**src/rtl/key_debounce.sv**
```systemverilog
`default_nettype none
// ============================================================================
// Module      : key_debounce
// Description : Push-button conditioning for the Nios PIO key input.
//               Each key is handled on its own. The raw pin passes through a
//               2-flop synchroniser, then a counter-qualified FSM filters
//               contact bounce. Outputs are a clean active-low level and
//               one-cycle press/release pulses.
//               Optional build macro: KEY_LONG_PRESS_EN. When it is defined,
//               each key also gets a hold counter and a one-shot long-press
//               pulse.
// Ports       : clk_50        board clock, rising edge
//               reset_reset_n asynchronous active-low reset
//               key_in        raw key pins, active-low, asynchronous
//               key_out       debounced level, active-low
//               key_press     1-cycle pulse when key_out falls
//               key_release   1-cycle pulse when key_out rises
//               key_long      1-cycle pulse after a long hold (0 when disabled)
// Revision    : 1.0  initial release
// ============================================================================
module key_debounce #(
    parameter int KEY_W           = 2,
    parameter int DEBOUNCE_CYCLES = 1000000,
    parameter int LONG_CYCLES     = 50000000
) (
    input  logic             clk_50,
    input  logic             reset_reset_n,
    input  logic [KEY_W-1:0] key_in,
    output logic [KEY_W-1:0] key_out,
    output logic [KEY_W-1:0] key_press,
    output logic [KEY_W-1:0] key_release,
    output logic [KEY_W-1:0] key_long
);

    localparam int                c_CNT_W     = $clog2(DEBOUNCE_CYCLES + 1);
    localparam logic [c_CNT_W-1:0] c_CNT_LAST = c_CNT_W'(DEBOUNCE_CYCLES - 1);
    localparam logic [c_CNT_W-1:0] c_CNT_ONE  = c_CNT_W'(1);
    // A one-cycle window qualifies on the first opposite sample, so the
    // check states are skipped entirely.
    localparam bit                c_ONE_CYCLE = (DEBOUNCE_CYCLES == 1);

    localparam logic [1:0] c_IDLE        = 2'd0;
    localparam logic [1:0] c_PRESS_CHK   = 2'd1;
    localparam logic [1:0] c_PRESSED     = 2'd2;
    localparam logic [1:0] c_RELEASE_CHK = 2'd3;

    if (DEBOUNCE_CYCLES < 1 || LONG_CYCLES < 1) begin : g_param_check
        $error("key_debounce: DEBOUNCE_CYCLES and LONG_CYCLES must be >= 1");
    end

    // Two-flop synchroniser. The first stage feeds nothing but the second.
    logic [KEY_W-1:0] r_sync1;
    logic [KEY_W-1:0] r_sync2;

    always_ff @(posedge clk_50 or negedge reset_reset_n) begin
        if (!reset_reset_n) begin
            r_sync1 <= '1;
            r_sync2 <= '1;
        end else begin
            r_sync1 <= key_in;
            r_sync2 <= r_sync1;
        end
    end

    for (genvar i = 0; i < KEY_W; i++) begin : g_key
        logic               w_key_s;
        logic [1:0]         r_state;
        logic [1:0]         w_state_nxt;
        logic [c_CNT_W-1:0] r_cnt;
        logic [c_CNT_W-1:0] w_cnt_nxt;
        logic               w_press_nxt;
        logic               w_release_nxt;
        logic               r_out;
        logic               r_press;
        logic               r_release;

        assign w_key_s = r_sync2[i];

        always_comb begin
            w_state_nxt   = r_state;
            w_cnt_nxt     = r_cnt;
            w_press_nxt   = 1'b0;
            w_release_nxt = 1'b0;
            case (r_state)
                c_IDLE: begin
                    if (!w_key_s) begin
                        if (c_ONE_CYCLE) begin
                            w_state_nxt = c_PRESSED;
                            w_cnt_nxt   = '0;
                            w_press_nxt = 1'b1;
                        end else begin
                            w_state_nxt = c_PRESS_CHK;
                            w_cnt_nxt   = c_CNT_ONE;
                        end
                    end
                end
                c_PRESS_CHK: begin
                    if (w_key_s) begin
                        // Bounce: drop back and restart the full window later.
                        w_state_nxt = c_IDLE;
                        w_cnt_nxt   = '0;
                    end else if (r_cnt == c_CNT_LAST) begin
                        w_state_nxt = c_PRESSED;
                        w_cnt_nxt   = '0;
                        w_press_nxt = 1'b1;
                    end else begin
                        w_cnt_nxt = r_cnt + c_CNT_ONE;
                    end
                end
                c_PRESSED: begin
                    if (w_key_s) begin
                        if (c_ONE_CYCLE) begin
                            w_state_nxt   = c_IDLE;
                            w_cnt_nxt     = '0;
                            w_release_nxt = 1'b1;
                        end else begin
                            w_state_nxt = c_RELEASE_CHK;
                            w_cnt_nxt   = c_CNT_ONE;
                        end
                    end
                end
                c_RELEASE_CHK: begin
                    if (!w_key_s) begin
                        w_state_nxt = c_PRESSED;
                        w_cnt_nxt   = '0;
                    end else if (r_cnt == c_CNT_LAST) begin
                        w_state_nxt   = c_IDLE;
                        w_cnt_nxt     = '0;
                        w_release_nxt = 1'b1;
                    end else begin
                        w_cnt_nxt = r_cnt + c_CNT_ONE;
                    end
                end
                default: begin
                    w_state_nxt = c_IDLE;
                    w_cnt_nxt   = '0;
                end
            endcase
        end

        // The level is registered from the next state so that it changes on
        // the same edge as the pulses.
        always_ff @(posedge clk_50 or negedge reset_reset_n) begin
            if (!reset_reset_n) begin
                r_state   <= c_IDLE;
                r_cnt     <= '0;
                r_out     <= 1'b1;
                r_press   <= 1'b0;
                r_release <= 1'b0;
            end else begin
                r_state   <= w_state_nxt;
                r_cnt     <= w_cnt_nxt;
                r_out     <= (w_state_nxt == c_IDLE) || (w_state_nxt == c_PRESS_CHK);
                r_press   <= w_press_nxt;
                r_release <= w_release_nxt;
            end
        end

        assign key_out[i]     = r_out;
        assign key_press[i]   = r_press;
        assign key_release[i] = r_release;

`ifdef KEY_LONG_PRESS_EN
        localparam int                 c_HCNT_W    = $clog2(LONG_CYCLES + 1);
        localparam logic [c_HCNT_W-1:0] c_HCNT_MAX  = c_HCNT_W'(LONG_CYCLES);
        localparam logic [c_HCNT_W-1:0] c_HCNT_LAST = c_HCNT_W'(LONG_CYCLES - 1);

        logic [c_HCNT_W-1:0] r_hcnt;
        logic [c_HCNT_W-1:0] w_hcnt_nxt;
        logic                w_long_nxt;
        logic                r_long;
        logic                w_held;

        // Held means the key stays down across this edge. A release check
        // that is aborted keeps counting; leaving to IDLE clears the count.
        // While released the counter sits at 0, so PRESSED entry starts at 0.
        assign w_held = ((r_state == c_PRESSED) || (r_state == c_RELEASE_CHK)) &&
                        (w_state_nxt != c_IDLE);

        always_comb begin
            w_hcnt_nxt = '0;
            w_long_nxt = 1'b0;
            if (w_held) begin
                w_hcnt_nxt = r_hcnt;
                if (r_hcnt != c_HCNT_MAX) begin
                    w_hcnt_nxt = r_hcnt + c_HCNT_W'(1);
                    // Fires only on the step onto the saturation value,
                    // so it cannot repeat while the key stays held.
                    w_long_nxt = (r_hcnt == c_HCNT_LAST);
                end
            end
        end

        always_ff @(posedge clk_50 or negedge reset_reset_n) begin
            if (!reset_reset_n) begin
                r_hcnt <= '0;
                r_long <= 1'b0;
            end else begin
                r_hcnt <= w_hcnt_nxt;
                r_long <= w_long_nxt;
            end
        end

        assign key_long[i] = r_long;
`else
        assign key_long[i] = 1'b0;
`endif
    end

endmodule
`default_nettype wire

```
**config.mk**
```make
export PLATFORM = sky130hd
export DESIGN_NAME = key_debounce
export DESIGN_NICKNAME = d
export VERILOG_FILES = /design/src/rtl/key_debounce.sv
export SDC_FILE = /design/constraint.sdc
export NUM_CORES = 1
export LEC_CHECK = 0
export CORE_UTILIZATION = 49
export DETAILED_ROUTE_END_ITERATION = 7
export GPL_ROUTABILITY_DRIVEN = 0
export PLACE_DENSITY_LB_ADDON = 0.2
export SYNTH_ARGS = -nofsm -noshare
export SYNTH_HDL_FRONTEND = slang
export SYNTH_SLANG_ARGS = --single-unit
```
**constraint.sdc**
```tcl
create_clock -name clk_50 -period 3.33 [get_ports clk_50]
set_clock_uncertainty 0.05 [all_clocks]
set_input_delay 0.666 -clock clk_50 [delete_from_list [all_inputs] [get_ports clk_50]]
set_output_delay 0.666 -clock clk_50 [all_outputs]
set_load 0.05 [all_outputs]
```
==> run_summary.xml, run 1 <==
<?xml version="1.0" encoding="UTF-8"?>
<metrics>
  <group name="sta">
    <metric name="fin_tns_setup" unit="ns">0</metric>
    <metric name="timing.fmax" unit="MHz">427</metric>
    <metric name="timing_worst_slew_pin_value" unit="ns">0.739</metric>
    <metric name="report.final.setup_viol" unit="">0</metric>
    <metric name="drv_slew" unit="">0</metric>
    <metric name="final-hold-violation-count" unit="">0</metric>
    <metric name="final_min_period_over_clock_period" unit="%">70.3</metric>
    <metric name="finalCriticalPeriod" unit="ns">2.34</metric>
    <metric name="maxSlewHeadroom" unit="%">50.6</metric>
    <metric name="unrepaired_setup_endpoints_after_global_routing" unit="">no</metric>
  </group>
  <group name="floorplanning">
    <metric name="start_util" unit="%">51.7</metric>
    <metric name="die_width" unit="um">78.9</metric>
    <metric name="placement_rows" unit="">27</metric>
    <metric name="fp.dieH" unit="um">78.9</metric>
    <metric name="die-area" unit="um^2">6230</metric>
    <metric name="boundaryPins" unit="">12</metric>
    <metric name="core_area" unit="um^2">5610</metric>
  </group>
  <group name="worst_setup_path">
    <metric name="timing.critical_path.buf_inv" unit="">1</metric>
    <metric name="r2r-start" unit="">g_key[1].r_cnt[0]$_DFFE_PN0P_</metric>
    <metric name="crit_arrival" unit="ns">1.62</metric>
    <metric name="max_stage_delay" unit="ns">0.79</metric>
    <metric name="crit-reg2reg-capture" unit="">g_key[1].r_cnt[4]$_DFFE_PN0P_</metric>
    <metric name="timing.critical_path.from_type" unit="">flop</metric>
    <metric name="cp_max_fo" unit="">1</metric>
    <metric name="required" unit="ns">2.61</metric>
    <metric name="worst-r2r-setup-slack" unit="ns">1.19</metric>
    <metric name="setup.worst_path.end_class" unit="">output pin</metric>
    <metric name="path_depth" unit="">1</metric>
    <metric name="critical-path-slowest-cell" unit="">clkdlybuf4s50_1</metric>
    <metric name="cpLargestDelayFamily" unit="">buffers and inverters</metric>
    <metric name="worst-setup-path-type" unit="">flop to output pin</metric>
    <metric name="worstPathCellList" unit="">clkdlybuf4s50_1</metric>
    <metric name="worst_r2r_path_depth" unit="">6</metric>
  </group>
  <group name="global_routing">
    <metric name="globalRouteTotalUtil" unit="%">19.7</metric>
    <metric name="antenna_found_initial" unit="">0</metric>
    <metric name="grt_pass1_vias" unit="">1949</metric>
    <metric name="grt_pass1_wl" unit="um">9630</metric>
    <metric name="grt_max_degree" unit="">34</metric>
    <metric name="grt_overflow_total" unit="">0</metric>
  </group>
  <group name="power">
    <metric name="total_leakage_power" unit="uW">0.00124</metric>
    <metric name="total_switching_power" unit="uW">301</metric>
    <metric name="vdd_ir_drop_max" unit="uV">192</metric>
    <metric name="power_share_of_the_sequential_group" unit="%">59.3</metric>
    <metric name="pwr-share-clk" unit="%">33.6</metric>
    <metric name="combinationalPowerShare" unit="%">7.1</metric>
    <metric name="powerDensity" unit="nW/um^2">386</metric>
    <metric name="power.internal" unit="uW">872</metric>
    <metric name="sw_frac_of_total" unit="%">25.7</metric>
  </group>
  <group name="clock_network">
    <metric name="clock_latency" unit="ns">0.31</metric>
    <metric name="clkSlewWorstSetupHoldPaths" unit="ns">0.10</metric>
    <metric name="numCtsBuffers" unit="">5</metric>
    <metric name="cts_num_sinks" unit="">54</metric>
    <metric name="tritoncts" unit="">built</metric>
    <metric name="cts_resized" unit="">0</metric>
    <metric name="cts-root-to-sink-buffers" unit="">2</metric>
    <metric name="post_cts_buffers" unit="">0</metric>
    <metric name="clockRootBuffer" unit="">clkbuf_8</metric>
    <metric name="h-tree-depth" unit="">2</metric>
    <metric name="cts.hold.buffers_added" unit="">0</metric>
  </group>
  <group name="detailed_routing">
    <metric name="detail_route.vias_per_cell" unit="">5.86</metric>
    <metric name="wl_per_cell" unit="um">15.4</metric>
    <metric name="detailroute.via_count" unit="">2144</metric>
    <metric name="detail-route-antenna-nets" unit="">0</metric>
    <metric name="drt_iter0_drc" unit="">135</metric>
    <metric name="route.final.wire_length" unit="um">5620</metric>
    <metric name="drt_drc_violations_left" unit="">0</metric>
    <metric name="drt-pass1-iter-count" unit="">4</metric>
  </group>
  <group name="logic_synthesis">
    <metric name="syn-instance-count" unit="">293</metric>
    <metric name="ys_async_sr_fraction" unit="%">100</metric>
    <metric name="yosysUniqueCellTypes" unit="">52</metric>
    <metric name="synth-edff-count" unit="">0</metric>
    <metric name="synth.ff_latch_count" unit="">54</metric>
    <metric name="synth_sequential_area_ratio" unit="%">46.9</metric>
    <metric name="synth.yosys.warnings" unit="">0</metric>
    <metric name="synth.avg_cell_area" unit="um^2">9.90</metric>
    <metric name="ys_dominant_reg_cell" unit="">dfrtp_1</metric>
    <metric name="mappedNetlistArea" unit="um^2">2900</metric>
  </group>
  <group name="cells_and_area">
    <metric name="synthToLayoutAreaGrowth" unit="%">4.92</metric>
    <metric name="fill_cells" unit="">533</metric>
    <metric name="area_used_by_multi_input_combinational_logic" unit="um^2">1390</metric>
    <metric name="finish.net_count" unit="">299</metric>
    <metric name="final_area" unit="um^2">3040</metric>
    <metric name="commonest_cells_after_routing_fill_and_taps_aside" unit="">dfrtp_1 (48), nand2_1 (38), a31oi_1 (24), a21oi_1 (18), nor2_1 (17)</metric>
    <metric name="layout_commonest_cell" unit="">dfrtp_1</metric>
    <metric name="final_layout_size_suffix_gt1_share" unit="%">12.2</metric>
    <metric name="antenna_cells" unit="">0</metric>
    <metric name="register_area" unit="um^2">1360</metric>
  </group>
  <group name="placement">
    <metric name="place_area" unit="um^2">2940</metric>
    <metric name="detailed_place_hpwl" unit="um">3900</metric>
    <metric name="number_of_buffer_cells_added_on_primary_ports" unit="">9</metric>
  </group>
  <group name="job">
    <metric name="timing.max_cap.violations" unit="">0</metric>
  </group>
  <group name="worst_hold_path">
    <metric name="whs_endpoint" unit="">r_sync2[0]$_DFF_PN1_</metric>
    <metric name="worstHoldPathCells" unit="">0</metric>
    <metric name="hold_path_startpoint" unit="">r_sync1[0]$_DFF_PN1_</metric>
    <metric name="min-delay-path-class" unit="">flop to flop</metric>
  </group>
  <group name="status">
    <metric name="outcome" unit="">completed</metric>
  </group>
</metrics>
-- flip-flops by register name, indices dropped and copies added (netlist names) --
signal and cells:
g_key.r_state 4, r_sync2 2, g_key.r_out 2, g_key.r_press 2
r_sync1 2, g_key.r_cnt 40, g_key.r_release 2
-- logic make-up after synthesis --
kind of cell	Yosys count	synth area share, %
xor+xnor	6	2.07
fa+ha+maj	2	0.863
compound gates	85	19.2
flops	54	46.9
mux	5	1.73
other cells	1	0.129
simple gates	119	23.9
buf+inv	21	5.31
-- worst max path at each step --
stage / start / endpoint / slack [ns]
global placement: g_key[1].r_cnt[0]$_DFFE_PN0P_ / g_key[1].r_cnt[15]$_DFFE_PN0P_ / 1.26
finish: g_key[0].r_out$_DFF_PN1_ / key_out[0] / 0.99
floorplan: g_key[0].r_cnt[0]$_DFFE_PN0P_ / g_key[0].r_cnt[3]$_DFFE_PN0P_ / 1.56
detailed placement: g_key[1].r_cnt[0]$_DFFE_PN0P_ / g_key[1].r_cnt[4]$_DFFE_PN0P_ / 1.19
CTS: g_key[1].r_out$_DFF_PN1_ / key_out[1] / 0.98
global route: g_key[1].r_out$_DFF_PN1_ / key_out[1] / 0.96
-- layer usage --
layer	wire (um)	track usage, %	share of wire (%)	up-vias
li1	-	-	-	1079
met1	2910	28.3	52	1036
met2	2530	30.3	45	22
met3	123	3.79	2.2	7
met4	61	5.82	1.1	0
met5	0	0	0	-
-- worst reg2reg max path, delay by kind of cell, from the launching register on --
kind / cells / cell delay [ns]
AOI/OAI and AO/OA: 3 / 0.89
DFF: 1 / 0.42
and+or+nand+nor: 2 / 0.44
adders and majority gates: 1 / 0.26
-- synth_stat cells, drive strengths merged (6+ instances only) --
cell type	count	share of area, %
nor4	6	3.1
a21oi	20	4.2
dfstp	6	5.4
a31oi	24	5.2
a22o	7	2.1
o21ai	18	3.1
buf	17	4.8
nor2	17	2.2
nand2	39	5.1
and3	6	1.3
nor3	6	1.2
dfrtp	48	41
nand4	8	1.7
nand3	18	3.8
-- layout make-up --
cell class | instances | area share, %
clock buffer | 6 | 2.71
inverter | 3 | 0.370
tap | 72 | 2.96
sequential | 54 | 44.7
multi-input combinational | 219 | 45.7
clock inverter | 2 | 0.535
timing repair buffer | 10 | 3.04
-- through the flow --
step / utilization (%) / hold slack [ns] / instances / worst slack (ns) / total power, uW
after floorplan: - / 0.295 / 294 / 1.56 / 767
after CTS: 54.3 / 0.312 / 366 / 0.977 / 1190
after detailed placement: 52.5 / 0.297 / 358 / 1.19 / 793
after global routing: 54.3 / 0.317 / 366 / 0.955 / 1230
after global placement: 52.5 / 0.296 / 358 / 1.26 / 791
final: 54.3 / 0.312 / 366 / 0.989 / 1170
-- power by group through the flow --
stage | clock [uW] | combinational, uW | sequential (uW)
2_1_floorplan | 0 | 63.8 | 704
3_3_place_gp | 0 | 83.1 | 708
3_5_place_dp | 0 | 85.2 | 708
4_1_cts | 409 | 85.5 | 695
5_1_grt | 430 | 95.4 | 700
6_report | 395 | 83.4 | 696
No activity file was read; power rests on OpenSTA's default activity.
==> run 2: changes to the inputs <==
Clock period 3.33 ns to 2.05 ns, I/O delays scaled along.
==> run 2 against run 1 <==
Against the previous run: worst setup slack got worse by 0.89 ns; non-clock buffer count is 13 higher; clock power increased by 55%; sequential share of layout area shrank 1.6 points; utilization is 2.1 points higher; wire length up 4.1%; combinational power increased by 98%; first-iteration DRC count is 7.4% higher; count of clock-buffer cells in the layout increased by 1; critical path depth up 4; hold slack got worse by 0.28 ns; critical path type is now flop to flop.
==> run_summary.xml, run 2 (same netlist as run 1, synthesis figures left out) <==
<?xml version="1.0" encoding="UTF-8"?>
<metrics>
  <group name="worst_setup_path">
    <metric name="critical-path-slowest-cell" unit="">nor4_4</metric>
    <metric name="max_stage_delay" unit="ns">0.49</metric>
    <metric name="required" unit="ns">2.20</metric>
    <metric name="cp_max_fo" unit="">16</metric>
    <metric name="worstPathCellList" unit="">nand3b_1 &gt; nor4_4 &gt; a21oi_4 &gt; a21o_1 &gt; a22o_1</metric>
    <metric name="setup.worst_path.end_class" unit="">flop</metric>
    <metric name="worst-setup-path-type" unit="">flop to flop</metric>
    <metric name="timing.critical_path.from_type" unit="">flop</metric>
    <metric name="crit_arrival" unit="ns">2.10</metric>
  </group>
  <group name="cells_and_area">
    <metric name="fill_cells" unit="">502</metric>
    <metric name="reg.largest.list" unit="">g_key.r_cnt x40, g_key.r_state x4</metric>
    <metric name="fin_util" unit="%">56.4</metric>
    <metric name="finish.net_count" unit="">313</metric>
    <metric name="layout_commonest_cell" unit="">dfrtp_1</metric>
    <metric name="commonest_cells_after_routing_fill_and_taps_aside" unit="">dfrtp_1 (47), nand2_1 (38), a31oi_1 (24), a21oi_1 (18), nor2_1 (17)</metric>
    <metric name="largest_reg_flops" unit="">40</metric>
    <metric name="synthToLayoutAreaGrowth" unit="%">8.97</metric>
    <metric name="antenna_cells" unit="">0</metric>
    <metric name="registers.top_by_ff_count" unit="">g_key.r_cnt</metric>
    <metric name="final_layout_size_suffix_gt1_share" unit="%">17.2</metric>
  </group>
  <group name="detailed_routing">
    <metric name="drt_iter0_drc" unit="">145</metric>
    <metric name="detail-route-antenna-nets" unit="">0</metric>
    <metric name="route.final.wire_length" unit="um">5850</metric>
    <metric name="wl_per_cell" unit="um">15.4</metric>
    <metric name="detail_route.vias_per_cell" unit="">5.91</metric>
    <metric name="detailroute.via_count" unit="">2247</metric>
    <metric name="drt_drc_violations_left" unit="">0</metric>
    <metric name="drt-pass1-iter-count" unit="">4</metric>
  </group>
  <group name="floorplanning">
    <metric name="placement_rows" unit="">27</metric>
    <metric name="fp.dieH" unit="um">78.9</metric>
    <metric name="core_area" unit="um^2">5610</metric>
    <metric name="boundaryPins" unit="">12</metric>
    <metric name="die-area" unit="um^2">6230</metric>
    <metric name="start_util" unit="%">51.7</metric>
    <metric name="die_width" unit="um">78.9</metric>
  </group>
  <group name="clock_network">
    <metric name="cts.hold.buffers_added" unit="">0</metric>
    <metric name="tritoncts" unit="">built</metric>
    <metric name="cts_num_sinks" unit="">54</metric>
    <metric name="clock_latency" unit="ns">0.31</metric>
    <metric name="h-tree-depth" unit="">2</metric>
    <metric name="clkSlewWorstSetupHoldPaths" unit="ns">0.09</metric>
    <metric name="clockRootBuffer" unit="">clkbuf_8</metric>
    <metric name="cts-root-to-sink-buffers" unit="">2</metric>
    <metric name="numCtsBuffers" unit="">5</metric>
  </group>
  <group name="sta">
    <metric name="holdWs" unit="ns">0.0309</metric>
    <metric name="worst_slack" unit="ns">0.101</metric>
    <metric name="finalCriticalPeriod" unit="ns">1.95</metric>
    <metric name="final_min_period_over_clock_period" unit="%">95.1</metric>
    <metric name="fin_tns_setup" unit="ns">0</metric>
    <metric name="maxSlewHeadroom" unit="%">66.2</metric>
    <metric name="timing.fmax" unit="MHz">513</metric>
    <metric name="drv_slew" unit="">0</metric>
    <metric name="final-hold-violation-count" unit="">0</metric>
    <metric name="timing_worst_slew_pin_value" unit="ns">0.505</metric>
    <metric name="unrepaired_setup_endpoints_after_global_routing" unit="">no</metric>
    <metric name="report.final.setup_viol" unit="">0</metric>
  </group>
  <group name="placement">
    <metric name="placement.setup.worst_slack" unit="ns">0.0379</metric>
    <metric name="detailed_place_hpwl" unit="um">3900</metric>
    <metric name="number_of_buffer_cells_added_on_primary_ports" unit="">9</metric>
  </group>
  <group name="power">
    <metric name="powerDensity" unit="nW/um^2">602</metric>
    <metric name="total_leakage_power" unit="uW">0.00131</metric>
    <metric name="vdd_ir_drop_max" unit="uV">392</metric>
    <metric name="totalPowerFinal" unit="uW">1900</metric>
  </group>
  <group name="global_routing">
    <metric name="grt_max_degree" unit="">55</metric>
    <metric name="grt_pass1_wl" unit="um">9860</metric>
    <metric name="globalRouteTotalUtil" unit="%">20.3</metric>
    <metric name="grt_overflow_total" unit="">0</metric>
    <metric name="antenna_found_initial" unit="">0</metric>
    <metric name="grt_pass1_vias" unit="">2048</metric>
  </group>
  <group name="job">
    <metric name="timing.max_cap.violations" unit="">0</metric>
  </group>
  <group name="status">
    <metric name="outcome" unit="">completed</metric>
  </group>
  <group name="worst_hold_path">
    <metric name="min-delay-path-class" unit="">input port to async pin</metric>
  </group>
</metrics>
[run 2: where the power goes]
group,total [uW],internal (uW),switching [uW]
clock,611,273,337
sequential,1130,1090,33.2
combinational,165,61.0,104
total,1900,1430,474
[run 2: final timing paths]
kind                                                      end  depth (start not counted)                     startpoint  slack (ns)
min in group clk_50                      r_sync2[1]$_DFF_PN1_                          0           r_sync1[1]$_DFF_PN1_        0.31
worst min-delay path            g_key[1].r_state[1]$_DFF_PN0_                          2                  reset_reset_n        0.03
worst max-delay path            g_key[0].r_cnt[3]$_DFFE_PN0P_                          5  g_key[0].r_cnt[7]$_DFFE_PN0P_        0.10
worst min register to register           r_sync2[1]$_DFF_PN1_                          0           r_sync1[1]$_DFF_PN1_        0.31
max in group asynchronous            g_key[0].r_out$_DFF_PN1_                          2                  reset_reset_n        1.61
worst max register to register  g_key[0].r_cnt[3]$_DFFE_PN0P_                          5  g_key[0].r_cnt[7]$_DFFE_PN0P_        0.10
[run 2: through the flow]
stage                     cell area (um^2)  instances
after floorplan                       2900        294
after global placement                3050        371
after detailed placement              3050        371
after CTS                             3140        379
after global routing                  3160        380
final                                 3160        380
[run 2: layer usage]
metal	up-vias	global-route usage, %	wire length (um)
li1	1109	-	-
met1	1097	29.7	2980
met2	32	29.9	2600
met3	9	4.02	178
met4	0	6.73	96
met5	-	0	0
[run 2: layout make-up]
type,count,area (um^2),area share (%)
clock buffer,7,86.3,2.73
inverter,3,11.3,0.356
tap,72,90.1,2.85
sequential,54,1360,43.0
timing repair buffer,23,198,6.25
multi-input combinational,220,1410,44.6
clock inverter,1,5.00,0.158
[run 2: repair_timing]
item | in CTS | in global routing
gates resized for setup | 1 | 3
pin swaps | 0 | 2
setup endpoints to repair | 1 | 17
buffers inserted | 0 | 0
cloned | 0 | 1
[run 2: worst max-delay path, delay by kind of cell, from the launching register on]
kind               cells  cell delay [ns]
and+or+nand+nor        2             0.73
AOI/OAI and AO/OA      3             0.59
DFF                    1             0.47
